[src/rtl/uart_bus_bridge_pkg.sv]
`default_nettype none
// +--------------------------------------------------------------------------+
// | Module      : uart_bus_bridge_pkg                                        |
// | Description : Shared definitions for the UART-to-bus bridge: FSM state   |
// |               encoding, command bytes ('W'/'R'), response bytes          |
// |               ('K'/'?') and bus width defaults.                          |
// | Revision    : 1.0 - initial release                                      |
// +--------------------------------------------------------------------------+

`ifndef RISCV_ADDR_WIDTH
`define RISCV_ADDR_WIDTH 32
`endif
`ifndef RISCV_WORD_WIDTH
`define RISCV_WORD_WIDTH 32
`endif

package uart_bus_bridge_pkg;

  localparam int BYTE_W = 8;

  typedef enum logic [2:0] {
    ST_IDLE   = 3'd0,
    ST_ADDR   = 3'd1,
    ST_DATA   = 3'd2,
    ST_BUS    = 3'd3,
    ST_RESP   = 3'd4,
    ST_TXWAIT = 3'd5
  } state_t;

  localparam logic [7:0] CMD_WRITE   = 8'h57;  // 'W'
  localparam logic [7:0] CMD_READ    = 8'h52;  // 'R'
  localparam logic [7:0] RSP_ACK     = 8'h4B;  // 'K'
  localparam logic [7:0] RSP_UNKNOWN = 8'h3F;  // '?'

  localparam logic [3:0] WE_WRITE    = 4'hF;

endpackage

`default_nettype wire

[src/rtl/uart_bridge_shift32.sv]
`default_nettype none
// +--------------------------------------------------------------------------+
// | Module      : uart_bridge_shift32                                        |
// | Description : 32-bit byte shift register. Bytes shifted in enter at the  |
// |               top and move down, so four shifts assemble an LSB-first    |
// |               byte stream into a word; byte_o always presents the low    |
// |               byte so a parallel-loaded word is emitted LSB first.       |
// | Revision    : 1.0 - initial release                                      |
// | Ports       : clk, rst     - clock, async active-high reset              |
// |               load_i/word_i - parallel load (priority over shift)        |
// |               shift_i/byte_i - shift one byte in from the top            |
// |               word_o        - current word                               |
// |               byte_o        - current low byte                           |
// +--------------------------------------------------------------------------+

module uart_bridge_shift32
  import uart_bus_bridge_pkg::*;
(
  input  logic              clk,
  input  logic              rst,
  input  logic              load_i,
  input  logic [31:0]       word_i,
  input  logic              shift_i,
  input  logic [BYTE_W-1:0] byte_i,
  output logic [31:0]       word_o,
  output logic [BYTE_W-1:0] byte_o
);

  logic [31:0] word_q, word_d;

  always_comb begin
    word_d = word_q;
    if (load_i) begin
      word_d = word_i;
    end else if (shift_i) begin
      word_d = {byte_i, word_q[31:BYTE_W]};
    end
  end

  always_ff @(posedge clk or posedge rst) begin
    if (rst) begin
      word_q <= '0;
    end else begin
      word_q <= word_d;
    end
  end

  assign word_o = word_q;
  assign byte_o = word_q[BYTE_W-1:0];

endmodule

`default_nettype wire

[src/rtl/uart_bus_bridge.sv]
`default_nettype none
// +--------------------------------------------------------------------------+
// | Module      : uart_bus_bridge                                            |
// | Description : Byte-stream command bridge from a UART to a simple         |
// |               valid/ready bus. 'W' + addr[4] + data[4] performs a write  |
// |               answered with 'K'; 'R' + addr[4] performs a read answered  |
// |               with the 4 read bytes LSB first; other commands get '?'.   |
// | Revision    : 1.0 - initial release                                      |
// | Config      : UART_BUS_BRIDGE_READ_EN - enables the 'R' command and the  |
// |               read-data capture register.                                |
// | Ports       : clk, rst            - clock, async active-high reset       |
// |               rx_valid_i/rx_byte_i/rx_error_i - UART receive side        |
// |               tx_start_o/tx_byte_o/tx_busy_i  - UART transmit side       |
// |               valid_o/ready_i/addr_o/wdata_o/we_o/rdata_i - bus master   |
// |               busy_o              - frame in progress (FSM not IDLE)     |
// +--------------------------------------------------------------------------+

module uart_bus_bridge #(
  parameter int unsigned TIMEOUT_CYCLES = 100000
) (
  input  logic                         clk,
  input  logic                         rst,
  input  logic                         rx_valid_i,
  input  logic [7:0]                   rx_byte_i,
  input  logic                         rx_error_i,
  output logic                         tx_start_o,
  output logic [7:0]                   tx_byte_o,
  input  logic                         tx_busy_i,
  output logic                         valid_o,
  input  logic                         ready_i,
  output logic [`RISCV_ADDR_WIDTH-1:0] addr_o,
  output logic [`RISCV_WORD_WIDTH-1:0] wdata_o,
  output logic [3:0]                   we_o,
  input  logic [`RISCV_WORD_WIDTH-1:0] rdata_i,
  output logic                         busy_o
);

  import uart_bus_bridge_pkg::*;

  localparam int unsigned TW = (TIMEOUT_CYCLES > 2) ? $clog2(TIMEOUT_CYCLES) : 1;
  localparam logic [TW-1:0] TMO_LAST = TW'(TIMEOUT_CYCLES - 1);

  state_t      state_q, state_d;
  logic [1:0]  byte_cnt_q, byte_cnt_d;
  logic [TW-1:0] timer_q, timer_d;
  logic        is_write_q, is_write_d;
  logic [2:0]  resp_left_q, resp_left_d;   // response bytes still to send
  logic [7:0]  resp_byte_q, resp_byte_d;   // single-byte response ('K'/'?')
  logic        txw_first_q, txw_first_d;   // first TXWAIT cycle: busy not yet valid
  logic        tx_start_q, tx_start_d;
  logic [7:0]  tx_byte_q, tx_byte_d;

  logic        addr_shift, data_shift;
  logic [7:0]  addr_byte_unused, data_byte_unused;
  logic [7:0]  next_byte;

`ifdef UART_BUS_BRIDGE_READ_EN
  logic        resp_rd_q, resp_rd_d;       // response bytes come from read data
  logic        rd_load, rd_shift;
  logic [7:0]  rd_byte;
  logic [31:0] rd_word_unused;

  assign next_byte = resp_rd_q ? rd_byte : resp_byte_q;
`else
  logic unused_rdata;
  assign unused_rdata = ^rdata_i;
  assign next_byte    = resp_byte_q;
`endif

  always_comb begin
    state_d     = state_q;
    byte_cnt_d  = byte_cnt_q;
    timer_d     = timer_q;
    is_write_d  = is_write_q;
    resp_left_d = resp_left_q;
    resp_byte_d = resp_byte_q;
    txw_first_d = txw_first_q;
    tx_start_d  = 1'b0;
    tx_byte_d   = tx_byte_q;
    addr_shift  = 1'b0;
    data_shift  = 1'b0;
`ifdef UART_BUS_BRIDGE_READ_EN
    resp_rd_d   = resp_rd_q;
    rd_load     = 1'b0;
    rd_shift    = 1'b0;
`endif

    case (state_q)
      ST_IDLE: begin
        timer_d = '0;
        if (rx_valid_i) begin
          byte_cnt_d = 2'd0;
          if (rx_byte_i == CMD_WRITE) begin
            is_write_d = 1'b1;
            state_d    = ST_ADDR;
          end
`ifdef UART_BUS_BRIDGE_READ_EN
          else if (rx_byte_i == CMD_READ) begin
            is_write_d = 1'b0;
            state_d    = ST_ADDR;
          end
`endif
          else begin
            resp_byte_d = RSP_UNKNOWN;
            resp_left_d = 3'd1;
`ifdef UART_BUS_BRIDGE_READ_EN
            resp_rd_d   = 1'b0;
`endif
            state_d     = ST_RESP;
          end
        end
      end

      ST_ADDR, ST_DATA: begin
        // A framing error aborts the frame even if it coincides with a byte.
        if (rx_error_i) begin
          state_d = ST_IDLE;
        end else if (rx_valid_i) begin
          timer_d    = '0;
          byte_cnt_d = byte_cnt_q + 2'd1;
          if (state_q == ST_ADDR) begin
            addr_shift = 1'b1;
          end else begin
            data_shift = 1'b1;
          end
          if (byte_cnt_q == 2'd3) begin
            state_d = (state_q == ST_ADDR && is_write_q) ? ST_DATA : ST_BUS;
          end
        end else if (timer_q == TMO_LAST) begin
          state_d = ST_IDLE;
        end else begin
          timer_d = timer_q + 1'b1;
        end
      end

      ST_BUS: begin
        if (ready_i) begin
          state_d = ST_RESP;
`ifdef UART_BUS_BRIDGE_READ_EN
          if (!is_write_q) begin
            rd_load     = 1'b1;
            resp_rd_d   = 1'b1;
            resp_left_d = 3'd4;
          end else
`endif
          begin
            resp_byte_d = RSP_ACK;
            resp_left_d = 3'd1;
`ifdef UART_BUS_BRIDGE_READ_EN
            resp_rd_d   = 1'b0;
`endif
          end
        end
      end

      ST_RESP: begin
        if (!tx_busy_i) begin
          tx_start_d  = 1'b1;
          tx_byte_d   = next_byte;
          resp_left_d = resp_left_q - 3'd1;
          txw_first_d = 1'b1;
          state_d     = ST_TXWAIT;
`ifdef UART_BUS_BRIDGE_READ_EN
          rd_shift    = resp_rd_q;
`endif
        end
      end

      ST_TXWAIT: begin
        // The transmitter raises busy one cycle after the start pulse.
        if (txw_first_q) begin
          txw_first_d = 1'b0;
        end else if (!tx_busy_i) begin
          state_d = (resp_left_q != 3'd0) ? ST_RESP : ST_IDLE;
        end
      end

      default: state_d = ST_IDLE;
    endcase
  end

  always_ff @(posedge clk or posedge rst) begin
    if (rst) begin
      state_q     <= ST_IDLE;
      byte_cnt_q  <= '0;
      timer_q     <= '0;
      is_write_q  <= 1'b0;
      resp_left_q <= '0;
      resp_byte_q <= '0;
      txw_first_q <= 1'b0;
      tx_start_q  <= 1'b0;
      tx_byte_q   <= '0;
    end else begin
      state_q     <= state_d;
      byte_cnt_q  <= byte_cnt_d;
      timer_q     <= timer_d;
      is_write_q  <= is_write_d;
      resp_left_q <= resp_left_d;
      resp_byte_q <= resp_byte_d;
      txw_first_q <= txw_first_d;
      tx_start_q  <= tx_start_d;
      tx_byte_q   <= tx_byte_d;
    end
  end

`ifdef UART_BUS_BRIDGE_READ_EN
  always_ff @(posedge clk or posedge rst) begin
    if (rst) begin
      resp_rd_q <= 1'b0;
    end else begin
      resp_rd_q <= resp_rd_d;
    end
  end

  uart_bridge_shift32 u_rdata (
    .clk     (clk),
    .rst     (rst),
    .load_i  (rd_load),
    .word_i  (rdata_i),
    .shift_i (rd_shift),
    .byte_i  (8'h00),
    .word_o  (rd_word_unused),
    .byte_o  (rd_byte)
  );
`endif

  uart_bridge_shift32 u_addr (
    .clk     (clk),
    .rst     (rst),
    .load_i  (1'b0),
    .word_i  (32'h0),
    .shift_i (addr_shift),
    .byte_i  (rx_byte_i),
    .word_o  (addr_o),
    .byte_o  (addr_byte_unused)
  );

  uart_bridge_shift32 u_wdata (
    .clk     (clk),
    .rst     (rst),
    .load_i  (1'b0),
    .word_i  (32'h0),
    .shift_i (data_shift),
    .byte_i  (rx_byte_i),
    .word_o  (wdata_o),
    .byte_o  (data_byte_unused)
  );

  // Bus outputs decode from the state register so an async reset drops
  // valid_o in the same cycle.
  assign valid_o    = (state_q == ST_BUS);
  assign we_o       = (state_q == ST_BUS && is_write_q) ? WE_WRITE : 4'h0;
  assign busy_o     = (state_q != ST_IDLE);
  assign tx_start_o = tx_start_q;
  assign tx_byte_o  = tx_byte_q;

endmodule

`default_nettype wire

[config.mk]
export PLATFORM = sky130hd
export DESIGN_NAME = uart_bus_bridge
export DESIGN_NICKNAME = d
export VERILOG_FILES = /design/src/rtl/uart_bus_bridge_pkg.sv /design/src/rtl/uart_bridge_shift32.sv /design/src/rtl/uart_bus_bridge.sv
export SDC_FILE = /design/constraint.sdc
export NUM_CORES = 1
export LEC_CHECK = 0
export BUFFER_PORTS_ARGS = -buffer_cell sky130_fd_sc_hd__buf_2
export CAP_MARGIN = 20
export CORE_ASPECT_RATIO = 0.6
export CORE_MARGIN = 2
export CORE_UTILIZATION = 47
export CTS_CLUSTER_DIAMETER = 120
export DETAILED_ROUTE_END_ITERATION = 16
export GPL_TIMING_DRIVEN = 0
export MAX_ROUTING_LAYER = met4
export PLACE_DENSITY = 0.73
export SETUP_SLACK_MARGIN = 0.02
export SLEW_MARGIN = 15
export SYNTH_ARGS = -nofsm -noshare
export SYNTH_HDL_FRONTEND = slang
export SYNTH_SLANG_ARGS = --single-unit
export TNS_END_PERCENT = 30
[constraint.sdc]
create_clock -name clk -period 3 [get_ports clk]
set_input_delay 0.6 -clock clk [delete_from_list [all_inputs] [get_ports clk]]
set_output_delay 0.6 -clock clk [all_outputs]
set_load 0.1 [all_outputs]
Word-level counts from Yosys, hierarchy flattened --
Cells that the tools add are included.
Word-level totals: register bits after elaboration 108, input bits 46, output and inout port bits 79, logic and storage cells 95
Operators by class: add/subtract/negate cells 3, equal/unequal tests 19, mux-type cells 43, bitwise logic cells 1, reduce and logical (&&, ||, !) cells 18
Operators with widths (count):
- two-way mux 17 bit | 3
- two-way mux 3 bit | 15
- case mux 17 bit (2 select lines) | 1
- two-way mux 8 bit | 3
- adder 17 x 1 -> 17 bit (second input constant) | 1
- == test 17 bit (second input constant) | 1
- case mux 8 bit (2 select lines) | 1
- case mux 3 bit (5 select lines) | 1
- != test 2 bit (second input constant) | 7
- two-way mux 1 bit | 12
- case mux 3 bit (3 select lines) | 1
- nonzero test 3 bit | 3
- == test 8 x 7 -> 1 bit (second input constant) | 1
- != test 4 bit (second input constant) | 2
- AND reduction 4 bit | 2
- AND reduction 7 bit | 1
- == test 3 x 2 -> 1 bit (second input constant) | 2
- == test 3 bit (second input constant) | 2
- two-way mux 2 bit | 3
- AND reduction 3 bit | 2
- nonzero test 2 bit | 3
- AND reduction 5 bit | 1
- two-way mux 4 bit | 1
- case mux 2 bit (2 select lines) | 1
- other kinds (12) | 14

Longest topological paths before layout --
word-level depth 7, gate-level depth with buffers 7, gate-level depth less buffers 7

Cells and area by module --
A second synthesis with hierarchy kept.
Second synthesis, totals: cell total of the unflattened synthesis 522, area total of the unflattened synthesis 5238.8 um^2
Modules (own cells, without submodules):
- uart_bridge_shift32 | instances 2, cells an instance 148, area each 1576.5 um^2, seq. area each 800.8 um^2
- uart_bus_bridge | instances 1, cells an instance 226, area each 2085.8 um^2, seq. area each 850.8 um^2

Worst setup path before layout --
No wires, ideal clock.
path kind register to output, start reg state_q[0], end out we_o[1], data arrival time 2.871 ns, data required time 2.400 ns, path slack -0.471 ns, stages on the path, launching flop included 5, buffers on the path 2, path through dfrtp_1 -> clkbuf_1 -> and3b_1 -> and2_1 -> buf_4
On the way: cells in the longest elaborated chain, start to end 3
Ends and longest elaborated chain:
- start, declared | RTL line uart_bus_bridge.sv:43 | state_t state_q, state_d;
- start signal, assigned | RTL line uart_bus_bridge.sv:194 | state_q <= state_d;
- == test 3 x 2 -> 1 bit
- named net valid_o | RTL line uart_bus_bridge.sv:29 | output logic valid_o,
- logical AND 1 bit | RTL line uart_bus_bridge.sv:252 | assign we_o = (state_q == ST_BUS && is_write_q) ? WE_WRITE : 4'h0;
- two-way mux 4 bit | RTL line uart_bus_bridge.sv:252
- end, declared | RTL line uart_bus_bridge.sv:33 | output logic [3:0] we_o,
The timed path passes the listed nets, and every way through them passes these cells.

Worst setup path after layout --
start reg state_q[0], end out we_o[1]
On the way: cells in the longest elaborated chain, start to end 3
Ends and longest elaborated chain (RTL line):
- == test 3 x 2 -> 1 bit | uart_bus_bridge.sv:252
- logical AND 1 bit | uart_bus_bridge.sv:252
- two-way mux 4 bit | uart_bus_bridge.sv:252
Every way passes these cells.

==> impl_metrics.csv <==
group,metric,value,unit
global_route,grt_pass1_wl,15.1,mm
setup_path,path_buf_inv,3,
synth,avgSynthCellArea,12.9,sq um
layout,fin_nets,500,
setup_path,crit_slowest_cell,"dfrtp_1",
layout,final_cell_mix,"dfrtp_1, buf_2, mux2_2",
synth,ys.flop_type,"dfrtp_1",
setup_path,required,2.40,ns
clocking,post_cts_buffers,0,
floorplan,die_w,130,um
layout,antenna_cells,0,
floorplan,die_height,79.5,um
placement,post-dp-hpwl,6.81,mm
setup_path,crit_cells,5,
synth,ys_ff_latch,98,
clocking,htreeDepth,3,
sta,worst_pin_slew,0.667,ns
clocking,ctsHoldBuffers,0,
synth,synth_edf_count,0,
setup_path,end_kind,"primary output",
placement,gp_congestion,0.888,
sta,rsz0062_at_grt,"false",
synth,async_flop_share,100,%
setup_path,worstPathArrival,2.11,ns
sta,hold_viol_final,0,
placement,port_buffers,91,
route,ant_nets,0,
synth,netlist_area,0.00447,sq mm
setup_path,startpoint,"state_q[0]$_DFFE_PP0P_",
synth,ys_warn_count,0,
layout,fillers,753,
setup_path,cp_max_fo,10,
setup_path,crit_chain,"clkbuf_1 > and3b_2 > and2_2 > buf_4 > buf_2",
clocking,path_clk_slew,0.07,ns
worst_hold_path,hold_class,"in -> async",
run_status,outcome,"finished, final reports clean",
floorplan,core,0.00919,sq mm
layout,areaGrowthSynthToFinish,22.4,%
floorplan,die_area,0.0103,sq mm
synth,yosysTopAreaCellShare,54.9,%
route,drt_iter0_markers,175,
sta,relSlewSlack,55.1,%
floorplan,initial_core_util,48.6,%
setup_path,path_delay_family,"buffers and inverters",
sta,min_period,2.71,ns
layout,drive_above_1_share,46.6,%
clocking,clock_latency,0.35,ns
sta,finClkSkew,0.00919,ns
synth,ys_seq_area_share,54.9,%
synth,syn_nets,395,
setup_path,regToRegStartpoint,"state_q[0]$_DFFE_PP0P_",
global_route,grt_overflow,0,
sta,clock.fmax,0.369,GHz
job,maxCapViolCount,0,
clocking,clock_path_buffers,2,
setup_path,max_stage_delay,0.42,ns
sta,setup_ws,0.291,ns
clocking,cts_sinks,98,
sta,setup_violations,0,
clocking,numCtsBuffers,9,
clocking,tritoncts,"yes",
route,dr.pass1.iters,4,
route,routed_wl,9.21,mm
route,vias_per_cell,5.20,
global_route,grt_max_degree,32,
floorplan,num_rows,27,
sta,min_period_over_period,90.3,%
synth,yosysTopAreaCell,"dfrtp_1",
synth,synth_cells,345,
sta,finalSetupTns,0,ns
layout,layout_commonest_cell,"dfrtp_1",
sta,holdWs,0.252,ns
global_route,grt_pass1_vias,2886,
global_route,antenna_found_initial,0,
clocking,cts_resized,0,
setup_path,worstRegToRegCells,5,
floorplan,io_pins,125,
synth,ys_types,58,
setup_path,path_class,"reg -> out",
sta,maxSlewViolCount,0,
setup_path,start_kind,"register",
global_route,grt_usage,19.7,%
route,vias,3041,
synth,synth.area.top_cells,"dfrtp_1, mux2_4, mux2_2",
clocking,cts_root_buffer,"clkbuf_16",
route,drc_errors,0,
route,wl_per_cell,15.7,um
placement,preCtsSetupSlack,0.678,ns
-- state kept, by name, summed over array words and instances, names as in the netlist --
name            cells
u_addr.word_o      32
u_wdata.word_o     32
timer_q            17
next_byte           3
resp_left_q         3
state_q             3
tx_byte_o           3
byte_cnt_q          2
is_write_q          1
tx_start_o          1
txw_first_q         1
-- cell families after synthesis --
kind of cell	count (synthesis)	share of synthesized area (%)
DFF	98	54.9
and+or+nand+nor	90	10.6
muxes	65	18.9
AOI/OAI and AO/OA	41	6.53
buffers and inverters	34	5.46
xor gates and xnor gates	11	2.16
adders and majority gates	5	1.37
other	1	0.0840
-- per-layer routing --
layer  GRT usage (%)  up-vias  wire length (um)
met2            28.3       85              4080
met4            5.70        0                87
met5               -        -                 0
li1                -     1441                 -
met1            28.2     1503              4550
met3            4.62       12               491
-- worst reg2reg max path, stage by stage (launching register included) --
cell and delay [ns]:
dfrtp_1 0.43, clkbuf_1 0.23, nor3_1 0.44, nand2_1 0.09, o21ai_0 0.55, o22ai_1 0.20
-- final timing paths --
kind | endpoint | slack, ns
setup / recovery | we_o[1] | 0.29
hold / removal | u_addr.word_o[7]$_DFFE_PP0P_ | 0.25
setup reg to reg | resp_left_q[2]$_DFFE_PP0P_ | 0.91
hold reg to reg | resp_left_q[0]$_DFFE_PP0P_ | 0.47
max in group asynchronous | u_wdata.word_o[15]$_DFFE_PP0P_ | 1.83
min in group clk | resp_left_q[0]$_DFFE_PP0P_ | 0.47
-- stage by stage --
step / cell area [sq um] / instances / utilization (%)
2_1_floorplan: 4470 / 345 / -
3_3_place_gp: 5090 / 566 / 55.4
3_5_place_dp: 5160 / 569 / 56.1
4_1_cts: 5470 / 585 / 59.5
5_1_grt: 5470 / 585 / 59.5
6_report: 5470 / 585 / 59.5
-- synthesized netlist by cell type, drive strengths merged (2+ instances only) --
cell type   n
inv        10
a31oi       3
xnor2       4
nand2      20
and3        2
ha          4
a22o        2
o21ai      11
a21oi       7
o211ai      3
mux2       65
o2111ai     3
xor2        7
nand2b      3
clkbuf      3
dfrtp      98
nor4        3
or2         4
or3         2
o41ai       2
nand4       4
nor2       25
o31ai       2
nand3       6
nor3        9
buf        21
o22ai       2
-- final cells by class --
cell class / count / area [sq um] / area share, %
clock inverter: 7 / 85.1 / 1.56
inverter: 10 / 41.3 / 0.755
buffer: 24 / 206 / 3.77
clock buffer: 9 / 225 / 4.12
multi-input combinational: 213 / 1770 / 32.4
tap: 130 / 163 / 2.97
timing repair buffer: 94 / 523 / 9.56
sequential: 98 / 2450 / 44.8
Power is not shown: default switching activity piles up to over one toggle a cycle in this logic, so the estimate is an artifact.
